**src/rtl/cpu_pkg.sv**
```systemverilog
// cpu_pkg: shared types and default sizes for the CPU data-memory path.
package cpu_pkg;

  localparam int WORD_W           = 32;
  localparam int DMEM_DEPTH_WORDS = 32;
  localparam int DMEM_ADDR_BITS   = 5;
  localparam int WAIT_CNT_W       = 4;

  typedef enum logic [1:0] {
    IDLE = 2'd0,
    WAIT = 2'd1,
    RESP = 2'd2
  } dmem_state_t;

endpackage

```
**src/rtl/dmem_array.sv**
```systemverilog
// dmem_array: word array with synchronous write, registered read and async clear.
// A write also drives its own data onto rdata, so a store echoes the stored word.
module dmem_array
  import cpu_pkg::*;
#(
  parameter int DEPTH_WORDS = DMEM_DEPTH_WORDS,
  parameter int ADDR_BITS   = DMEM_ADDR_BITS
) (
  input  logic                 clk,
  input  logic                 clrn,
  input  logic                 we,
  input  logic [ADDR_BITS-1:0] idx,
  input  logic [WORD_W-1:0]    wdata,
  output logic [WORD_W-1:0]    rdata
);

  logic [WORD_W-1:0] mem [DEPTH_WORDS];

  // Storage: every word cleared by reset, one word written when we is high.
  always_ff @(posedge clk or negedge clrn) begin
    if (!clrn) begin
      for (int i = 0; i < DEPTH_WORDS; i++) begin
        mem[i] <= '0;
      end
    end else if (we) begin
      mem[idx] <= wdata;
    end
  end

  // Read register: returns the addressed word, or the word being written.
  always_ff @(posedge clk or negedge clrn) begin
    if (!clrn) begin
      rdata <= '0;
    end else if (we) begin
      rdata <= wdata;
    end else begin
      rdata <= mem[idx];
    end
  end

endmodule

```
**src/rtl/dmem_responder.sv**
```systemverilog
// dmem_responder: valid/ready data-memory target with programmable wait states.
// Optional feature macro: DMEM_ALIGN_CHECK_EN adds resp_err and blocks misaligned stores.
module dmem_responder
  import cpu_pkg::*;
#(
  parameter int DEPTH_WORDS = DMEM_DEPTH_WORDS,
  parameter int ADDR_BITS   = DMEM_ADDR_BITS,
  parameter int WAIT_CYCLES = 2
) (
  input  logic              clk,
  input  logic              clrn,
  input  logic              req_valid,
  output logic              req_ready,
  input  logic              req_we,
  input  logic [WORD_W-1:0] req_addr,
  input  logic [WORD_W-1:0] req_wdata,
  output logic              resp_valid,
  input  logic              resp_ready,
  output logic [WORD_W-1:0] resp_rdata,
`ifdef DMEM_ALIGN_CHECK_EN
  output logic              resp_err,
`endif
  output logic              busy
);

  localparam logic [WAIT_CNT_W-1:0] WAIT_LIM = WAIT_CNT_W'(WAIT_CYCLES);

  dmem_state_t state, state_nxt;

  logic [WAIT_CNT_W-1:0] wait_cnt;
  logic                  we_q;
  logic                  err_q;
  logic [ADDR_BITS-1:0]  idx_q;
  logic [WORD_W-1:0]     wdata_q;

  logic [ADDR_BITS-1:0]  req_idx;
  logic [ADDR_BITS-1:0]  arr_idx;
  logic [WORD_W-1:0]     arr_wdata;
  logic [WORD_W-1:0]     arr_rdata;
  logic                  arr_we;
  logic                  accept;
  logic                  misaligned;
  logic                  last_wait;
  logic                  unused_addr_bits;

  assign req_idx          = req_addr[ADDR_BITS+1:2];
  assign unused_addr_bits = ^{req_addr[WORD_W-1:ADDR_BITS+2], req_addr[1:0]};

`ifdef DMEM_ALIGN_CHECK_EN
  assign misaligned = (req_addr[1:0] != 2'b00);
`else
  assign misaligned = 1'b0;
`endif

  assign accept    = (state == IDLE) && req_valid;
  assign last_wait = (state == WAIT) && (wait_cnt == WAIT_LIM);

  // State register.
  always_ff @(posedge clk or negedge clrn) begin
    if (!clrn) begin
      state <= IDLE;
    end else begin
      state <= state_nxt;
    end
  end

  // Next-state logic: IDLE -> (WAIT) -> RESP -> IDLE.
  always_comb begin
    state_nxt = state;
    case (state)
      IDLE: begin
        if (req_valid) begin
          state_nxt = (WAIT_LIM == '0) ? RESP : WAIT;
        end
      end
      WAIT: begin
        if (last_wait) begin
          state_nxt = RESP;
        end
      end
      RESP: begin
        if (resp_ready) begin
          state_nxt = IDLE;
        end
      end
      default: state_nxt = IDLE;
    endcase
  end

  // Handshake outputs; load data is only exposed while a response is held.
  always_comb begin
    req_ready  = (state == IDLE);
    busy       = (state != IDLE);
    resp_valid = (state == RESP);
    resp_rdata = '0;
    if ((state == RESP) && !err_q) begin
      resp_rdata = arr_rdata;
    end
  end

`ifdef DMEM_ALIGN_CHECK_EN
  // Misalignment flag is only visible alongside a response.
  always_comb begin
    resp_err = (state == RESP) && err_q;
  end
`endif

  // Wait counter: zero on entry to WAIT, counts up to WAIT_CYCLES, then clears.
  always_ff @(posedge clk or negedge clrn) begin
    if (!clrn) begin
      wait_cnt <= '0;
    end else if ((state == WAIT) && !last_wait) begin
      wait_cnt <= wait_cnt + 1'b1;
    end else begin
      wait_cnt <= '0;
    end
  end

  // Request capture at acceptance; later input changes have no effect.
  always_ff @(posedge clk or negedge clrn) begin
    if (!clrn) begin
      we_q    <= 1'b0;
      err_q   <= 1'b0;
      idx_q   <= '0;
      wdata_q <= '0;
    end else if (accept) begin
      we_q    <= req_we;
      err_q   <= misaligned;
      idx_q   <= req_idx;
      wdata_q <= req_wdata;
    end else if ((state == RESP) && resp_ready) begin
      err_q   <= 1'b0;
    end
  end

  // Array access: on the edge entering RESP, using live inputs when there are no wait states.
  always_comb begin
    arr_idx   = idx_q;
    arr_wdata = wdata_q;
    arr_we    = last_wait && we_q && !err_q;
    if (state == IDLE) begin
      arr_idx   = req_idx;
      arr_wdata = req_wdata;
      arr_we    = accept && (WAIT_LIM == '0) && req_we && !misaligned;
    end
  end

  dmem_array #(
    .DEPTH_WORDS (DEPTH_WORDS),
    .ADDR_BITS   (ADDR_BITS)
  ) u_array (
    .clk   (clk),
    .clrn  (clrn),
    .we    (arr_we),
    .idx   (arr_idx),
    .wdata (arr_wdata),
    .rdata (arr_rdata)
  );

endmodule
```
**config.mk**
```make
export PLATFORM = sky130hd
export DESIGN_NAME = dmem_responder
export DESIGN_NICKNAME = d
export VERILOG_FILES = /design/src/rtl/cpu_pkg.sv /design/src/rtl/dmem_array.sv /design/src/rtl/dmem_responder.sv
export SDC_FILE = /design/constraint.sdc
export NUM_CORES = 2
export LEC_CHECK = 0
export CAP_MARGIN = 20
export CORE_MARGIN = 4
export CORE_UTILIZATION = 55
export DETAILED_ROUTE_END_ITERATION = 8
export HOLD_SLACK_MARGIN = 0.15
export PLACE_DENSITY = 0.78
export SLEW_MARGIN = 0
export SYNTH_ARGS = -nofsm -noshare
export SYNTH_HDL_FRONTEND = slang
export SYNTH_SLANG_ARGS = --single-unit
```
**constraint.sdc**
```tcl
create_clock -name clk -period 4.92 [get_ports clk]
set_input_delay 1.23 -clock clk [delete_from_list [all_inputs] [get_ports clk]]
set_output_delay 1.23 -clock clk [all_outputs]
set_load 0.02 [all_outputs]
```
Word level (Yosys, flattened, before mapping)
Cells that the tools add are included.
Widths: inputs -> output; s select.
Storage, ports and cells
  register bits after elaboration: 1101
  input port bits: 69
  logic and storage cells: 81
  output and inout port bits: 35
Cells by class
  reductions and logical operators: 14
  order comparisons: 2
  eq/ne operators: 6
  muxes and demuxes: 18
  bitwise operators: 1
  add/subtract/negate cells: 1
Operators by type and width (number)
  $bwmux 1024: 1
  $mux 32: 6
  $bmux 32 s5: 1
  $demux 32 s5: 1
  $logic_and 1x1->1: 8
  $ge 6x6->1 const B: 1
  $lt 6x1->1 const B: 1
  $mux 2: 3
  $not 5->6: 1
  $pmux 2 s3: 1
  $mux 5: 1
  $add 4x1->4 const B: 1
  $eq 4x2->1 const B: 1
  $mux 4: 1
  $ne 2x2->1 const B: 2
  $reduce_bool 2->1: 2
  $mux 1: 3
  $reduce_and 3->1: 1
  $eq 2x1->1 const B: 1
  $eq 2x2->1 const B: 1
  $logic_not 1->1: 2
  $logic_not 2->1: 1
  $ne 2x1->1 const B: 1

Logic depth before layout (Yosys ltp)
  depth after elaboration: 8
  gate-level depth with buffers: 10
  mapped depth without buffers: 8

Modules after synthesis
From an unflattened synthesis, not the netlist that was laid out.
Unflattened totals
  cell total of the unflattened synthesis: 3329
  area total of the unflattened synthesis: 49618.8 um2
Modules (own cells, without submodules)
  dmem_array: cells each 3143, times used 1, area each 47180.2 um2, seq. area each 26425.3 um2
  dmem_responder: cells each 186, times used 1, area each 2438.6 um2, seq. area each 1101.1 um2

Worst setup path after synthesis
OpenSTA, ideal clock, no wires.
  path kind: input to register
  from: in req_addr[2]
  to: reg u_array.mem[171] (netlist bit)
  buffers on the path: 2
  setup time: 0.137 ns
  data required time: 4.783 ns
  path slack: 2.164 ns
  data arrival time: 2.619 ns
  stages: 7
  path through: or4b_1 o21ai_2 buf_6 nand2_8 nor2_8 buf_2 a21oi_1
On the way
  word-level cells in the longest chain between the ends: 7
  elaborated cells on any way between the ends: 8
  classes of those cells: 2 x order compare; 4 x mux; 1 x bitwise; 1 x reduce/logical
RTL lines
  start: declaration: RTL line dmem_responder.sv:15  | input logic [WORD_W-1:0] req_addr,
  $mux 5 (*): RTL line dmem_responder.sv:141  | if (state == IDLE) begin
  $not 5->6 (implied by the code) (*): RTL line dmem_array.sv:26  | mem[idx] <= wdata;
  $ge 6x6->1 (implied by the code) or $lt 6x1->1 (tied branches): RTL line dmem_array.sv:26
  $logic_and 1x1->1 (implied by the code): RTL line dmem_array.sv:26
  $mux 32 (implied by the code): RTL line dmem_array.sv:26
  $demux 32 s5 (*): RTL line dmem_array.sv:26
  $bwmux 1024 (*): RTL line dmem_array.sv:26
  end signal: indexed assignment: RTL line dmem_array.sv:26
  end: declaration: RTL line dmem_array.sv:17  | logic [WORD_W-1:0] mem [DEPTH_WORDS];
Mark *: on every way between the ends. The rest lies on a longest branch, timed or not.
A chain may end at the register's enable or synchronous reset.

Final worst setup path
  from: reg state[1]
  to: out resp_rdata[9]
On the way
  word-level cells in the longest chain between the ends: 3
RTL lines
  start: declaration: RTL line dmem_responder.sv:28  | dmem_state_t state, state_nxt;
  start signal: assignment: RTL line dmem_responder.sv:63  | state <= state_nxt;
  $eq 2x2->1: RTL line dmem_responder.sv:96  | if ((state == RESP) && !err_q) begin
  $logic_and 1x1->1: RTL line dmem_responder.sv:96
  $mux 32: RTL line dmem_responder.sv:96
  end: declaration: RTL line dmem_responder.sv:19  | output logic [WORD_W-1:0] resp_rdata,
No other way between the ends.

==> impl_metrics.xml <==
<?xml version="1.0" encoding="UTF-8"?>
<metrics>
  <group name="die">
    <metric name="floorplan.initialDensity" unit="%">55.6</metric>
    <metric name="ios" unit="">104</metric>
    <metric name="core_area" unit="µm²">84000</metric>
    <metric name="core.rowCount" unit="">106</metric>
    <metric name="dieWidth" unit="µm">299</metric>
    <metric name="die_height" unit="µm">299</metric>
    <metric name="die_area" unit="µm²">89600</metric>
  </group>
  <group name="routing">
    <metric name="total_wirelength" unit="µm">136000</metric>
    <metric name="first_pass_iters" unit="">6</metric>
    <metric name="route.met2.wl" unit="µm">63700</metric>
    <metric name="dr.first_iter.drc_count" unit="">4566</metric>
    <metric name="route.detailed.wl_per_inst" unit="µm">23.4</metric>
    <metric name="wirelength_met1" unit="µm">52900</metric>
    <metric name="via_count" unit="">36842</metric>
    <metric name="post-route-drc-count" unit="">0</metric>
    <metric name="highest-signal-layer" unit="">met4</metric>
    <metric name="route.detailed.vias_per_inst" unit="">6.31</metric>
    <metric name="met3_wirelength" unit="µm">13200</metric>
    <metric name="route.antenna.remaining_nets" unit="">0</metric>
  </group>
  <group name="critical_path">
    <metric name="worst_ep_required_time" unit="ps">3690</metric>
    <metric name="endpoint_kind" unit="">output port</metric>
    <metric name="startpoint_of_the_worst_setup_timing_path" unit="">state[1]</metric>
    <metric name="crit-reg2reg-launch" unit="">state[0]</metric>
    <metric name="critPathLaunchType" unit="">flip-flop</metric>
    <metric name="timing.critical_path.cells" unit="">nor2b_4 -&gt; buf_4 -&gt; and2_1 -&gt; clkdlybuf4s50_1</metric>
    <metric name="slowest_stage_delay_cp" unit="ps">610</metric>
    <metric name="arrival" unit="ps">3020</metric>
    <metric name="crit_type" unit="">flip-flop to output port</metric>
    <metric name="master_of_the_slowest_instance_on_the_critical_path" unit="">sky130_fd_sc_hd__nor2b_4</metric>
    <metric name="cp_max_fo" unit="">17</metric>
  </group>
  <group name="timing">
    <metric name="slew_headroom" unit="%">28.5</metric>
    <metric name="hold-worst-slack" unit="ps">478</metric>
    <metric name="timing.final.setup_violations" unit="">0</metric>
    <metric name="clock.fmax" unit="GHz">0.235</metric>
    <metric name="report.final.slew_viol_count" unit="">0</metric>
    <metric name="timing.clock.skew" unit="ps">29.6</metric>
    <metric name="minimum_clock_period_after_layout" unit="ps">4250</metric>
    <metric name="rsz0062_at_grt" unit="">no</metric>
    <metric name="setup_tns_final" unit="ps">0</metric>
    <metric name="final_hold_violating_endpoints" unit="">0</metric>
    <metric name="period_utilization_post_route" unit="%">86.3</metric>
    <metric name="worstMarginPinSlew" unit="ps">1050</metric>
  </group>
  <group name="final_layout">
    <metric name="post_route_cells_drive_above_1_share" unit="%">9.83</metric>
    <metric name="multi_input_logic_area" unit="µm²">17100</metric>
    <metric name="finish.net_count" unit="">4685</metric>
    <metric name="postLayoutCellArea" unit="µm²">52100</metric>
    <metric name="ff_latch_area" unit="µm²">27500</metric>
    <metric name="areaGrowthSynthToFinish" unit="%">11.6</metric>
    <metric name="num-fill-cells" unit="">6495</metric>
  </group>
  <group name="synthesis">
    <metric name="ys_ff_latch" unit="">1100</metric>
    <metric name="synthesis.area_per_instance" unit="µm²">9.90</metric>
    <metric name="postSynthNetCount" unit="">4786</metric>
    <metric name="synth-seq-area-share" unit="%">59.0</metric>
    <metric name="synth-edff-count" unit="">0</metric>
    <metric name="synth_cell_type_count" unit="">46</metric>
    <metric name="most_common_cell_in_the_synthesized_netlist" unit="">sky130_fd_sc_hd__dfrtp_1</metric>
    <metric name="synth_compound_area_share" unit="%">22.7</metric>
    <metric name="netlist.area_leader.share" unit="%">59.0</metric>
    <metric name="synth-adder-area-share" unit="%">0.0536</metric>
    <metric name="synth.largest_area_cell" unit="">sky130_fd_sc_hd__dfrtp_1</metric>
    <metric name="synth_simple_gate_area_share" unit="%">11.8</metric>
    <metric name="post_synth_inst_count" unit="">4715</metric>
    <metric name="largest_family_of_logic_cells_by_synthesized_area" unit="">compound AO/OA/AOI/OAI gates</metric>
    <metric name="post_synth_xor_area_fraction" unit="%">0.0375</metric>
    <metric name="synthTopCellsByCount" unit="">sky130_fd_sc_hd__dfrtp_1 (1100), sky130_fd_sc_hd__a21oi_1 (1088), sky130_fd_sc_hd__nor2_1 (867)</metric>
    <metric name="synth_top_cells_by_area" unit="">sky130_fd_sc_hd__dfrtp_1 (59%), sky130_fd_sc_hd__a21oi_1 (12%), sky130_fd_sc_hd__a22oi_1 (8.2%)</metric>
    <metric name="ys_warn_count" unit="">0</metric>
    <metric name="synth_area" unit="µm²">46700</metric>
    <metric name="ys_async_sr_fraction" unit="%">100</metric>
    <metric name="proportion_of_synthesized_area_in_mux_cells" unit="%">1.66</metric>
    <metric name="primary_ff_master_synth" unit="">sky130_fd_sc_hd__dfrtp_1</metric>
  </group>
  <group name="power_and_ir_drop">
    <metric name="power.sequential.fraction" unit="%">40.4</metric>
    <metric name="p_per_area" unit="nW/µm²">536</metric>
    <metric name="p_switching" unit="mW">10.4</metric>
    <metric name="cellInternalPower" unit="mW">17.5</metric>
    <metric name="cellLeakagePower" unit="nW">22.9</metric>
    <metric name="power.share.clock" unit="%">30.3</metric>
    <metric name="p_comb_share" unit="%">29.3</metric>
    <metric name="max-vdd-ir-drop" unit="mV">0.479</metric>
    <metric name="sw_frac_of_total" unit="%">37.2</metric>
  </group>
  <group name="clock_tree">
    <metric name="clock_slew_seen_by_the_registers_of_the_worst_setup_and_hold_paths" unit="ps">60</metric>
    <metric name="cts_max_level" unit="">3</metric>
    <metric name="post_cts.repair.setup_buffers" unit="">0</metric>
    <metric name="cts-buffers-inserted" unit="">110</metric>
    <metric name="cts_resized" unit="">0</metric>
    <metric name="cts_hold_buffers" unit="">0</metric>
    <metric name="number_of_sinks_on_the_clock_net" unit="">1100</metric>
    <metric name="number_of_buffers_between_clock_root_and_the_deepest_sink" unit="">3</metric>
    <metric name="root_buffer" unit="">sky130_fd_sc_hd__clkbuf_16</metric>
    <metric name="clock_latency" unit="ps">690</metric>
    <metric name="cts_tree" unit="">done</metric>
  </group>
  <group name="grt">
    <metric name="wire_length_of_the_first_global_routing_pass" unit="µm">211000</metric>
    <metric name="grt_start_max_net_pins" unit="">130</metric>
    <metric name="grt_overflow" unit="">0</metric>
    <metric name="grt_pass1_vias" unit="">36342</metric>
    <metric name="grt_antenna_before_repair" unit="">0</metric>
    <metric name="grt.total_usage" unit="%">30.2</metric>
  </group>
  <group name="status">
    <metric name="run_status" unit="">finished, final reports clean</metric>
  </group>
  <group name="flow_run">
    <metric name="maxCapViolCount" unit="">0</metric>
  </group>
  <group name="min_path">
    <metric name="timing.hold.worst.class" unit="">flip-flop to flip-flop</metric>
    <metric name="hp_start" unit="">u_array.mem[887]</metric>
  </group>
  <group name="placed_design">
    <metric name="placement.io_buffers" unit="">76</metric>
    <metric name="finalWeightedCongestion" unit="">0.815</metric>
    <metric name="dpl-instance-area" unit="µm²">48400</metric>
    <metric name="dpl.hpwl" unit="µm">77300</metric>
  </group>
</metrics>
## flip-flops by register name (all words and copies together) (netlist names)
register       flops
idx_q              5
state              2
u_array.mem     1024
u_array.rdata     32
wait_cnt           4
wdata_q           32
we_q               1
## metrics by stage
stage / worst slack [ps] / instances / total power [mW] / utilization (%)
after floorplan: 2160 / 4715 / 16.3 / -
after global placement: 824 / 5633 / 19.1 / 57.7
after detailed placement: 806 / 5634 / 19.3 / 57.7
after CTS: 571 / 5832 / 27.7 / 62.0
after global routing: 463 / 5834 / 29.0 / 62.1
final: 673 / 5835 / 27.9 / 62.1
## kinds of logic after synthesis
group	after synthesis
and+or+nand+nor	1255
adders and majority gates	2
AOI/OAI and AO/OA	1835
DFF	1100
muxes	72
xor gates and xnor gates	2
buffers and inverters	449
## worst max-delay path: cells and delay by family, from the launching register on
kind                   cells  cell delay (ps)
buffers and inverters      2              990
AND/OR/NAND/NOR            2              800
flip-flops                 1              530
## path summary, 6_finish.rpt
| check | depth (start not counted) | end | slack (ps) |
|---|---|---|---|
| setup / recovery | 4 | resp_rdata[9] | 670 |
| hold / removal | 2 | u_array.mem[887] | 480 |
| setup reg to reg | 8 | u_array.rdata[27] | 1230 |
| hold reg to reg | 2 | u_array.mem[887] | 480 |
| max in group asynchronous | 2 | u_array.mem[855] | 3080 |
| min in group asynchronous | 1 | wdata_q[0] | 600 |
## power groups by stage
stage,Sequential [mW],Clock (mW),Combinational (mW)
floorplan,11.1,0,5.18
global placement,11.3,0,7.80
detailed placement,11.4,0,7.93
CTS,11.3,8.51,7.97
global route,11.4,8.89,8.67
finish,11.3,8.46,8.18
## cell usage in the layout, fill, tap and decap left out, drive strengths merged, types with 39 or more instances in the layout
master and instances:
a21oi 1088, a22oi 512, and2 66, buf 159, clkbuf 164, clkdlybuf4s50 75, dfrtp 1100, mux2 39
nand2 208, nor2 893, o21ai 198
## final cells by class
class | count | area share [%]
Inverter | 2 | 0.0192
Multi-Input combinational cell | 3166 | 32.8
Antenna cell | 1 | 0.00480
Clock buffer | 164 | 6.31
Clock inverter | 34 | 0.692
Sequential cell | 1100 | 52.8
Tap cell | 1134 | 2.72
Timing Repair Buffer | 234 | 4.62
## routing by layer
layer / global-route usage [%] / up-vias
met5: 0 / -
met4: 13.1 / 0
met3: 6.27 / 425
met2: 48.1 / 2040
met1: 40.6 / 18042
li1: - / 16335
(Power assumes the default switching activity.)
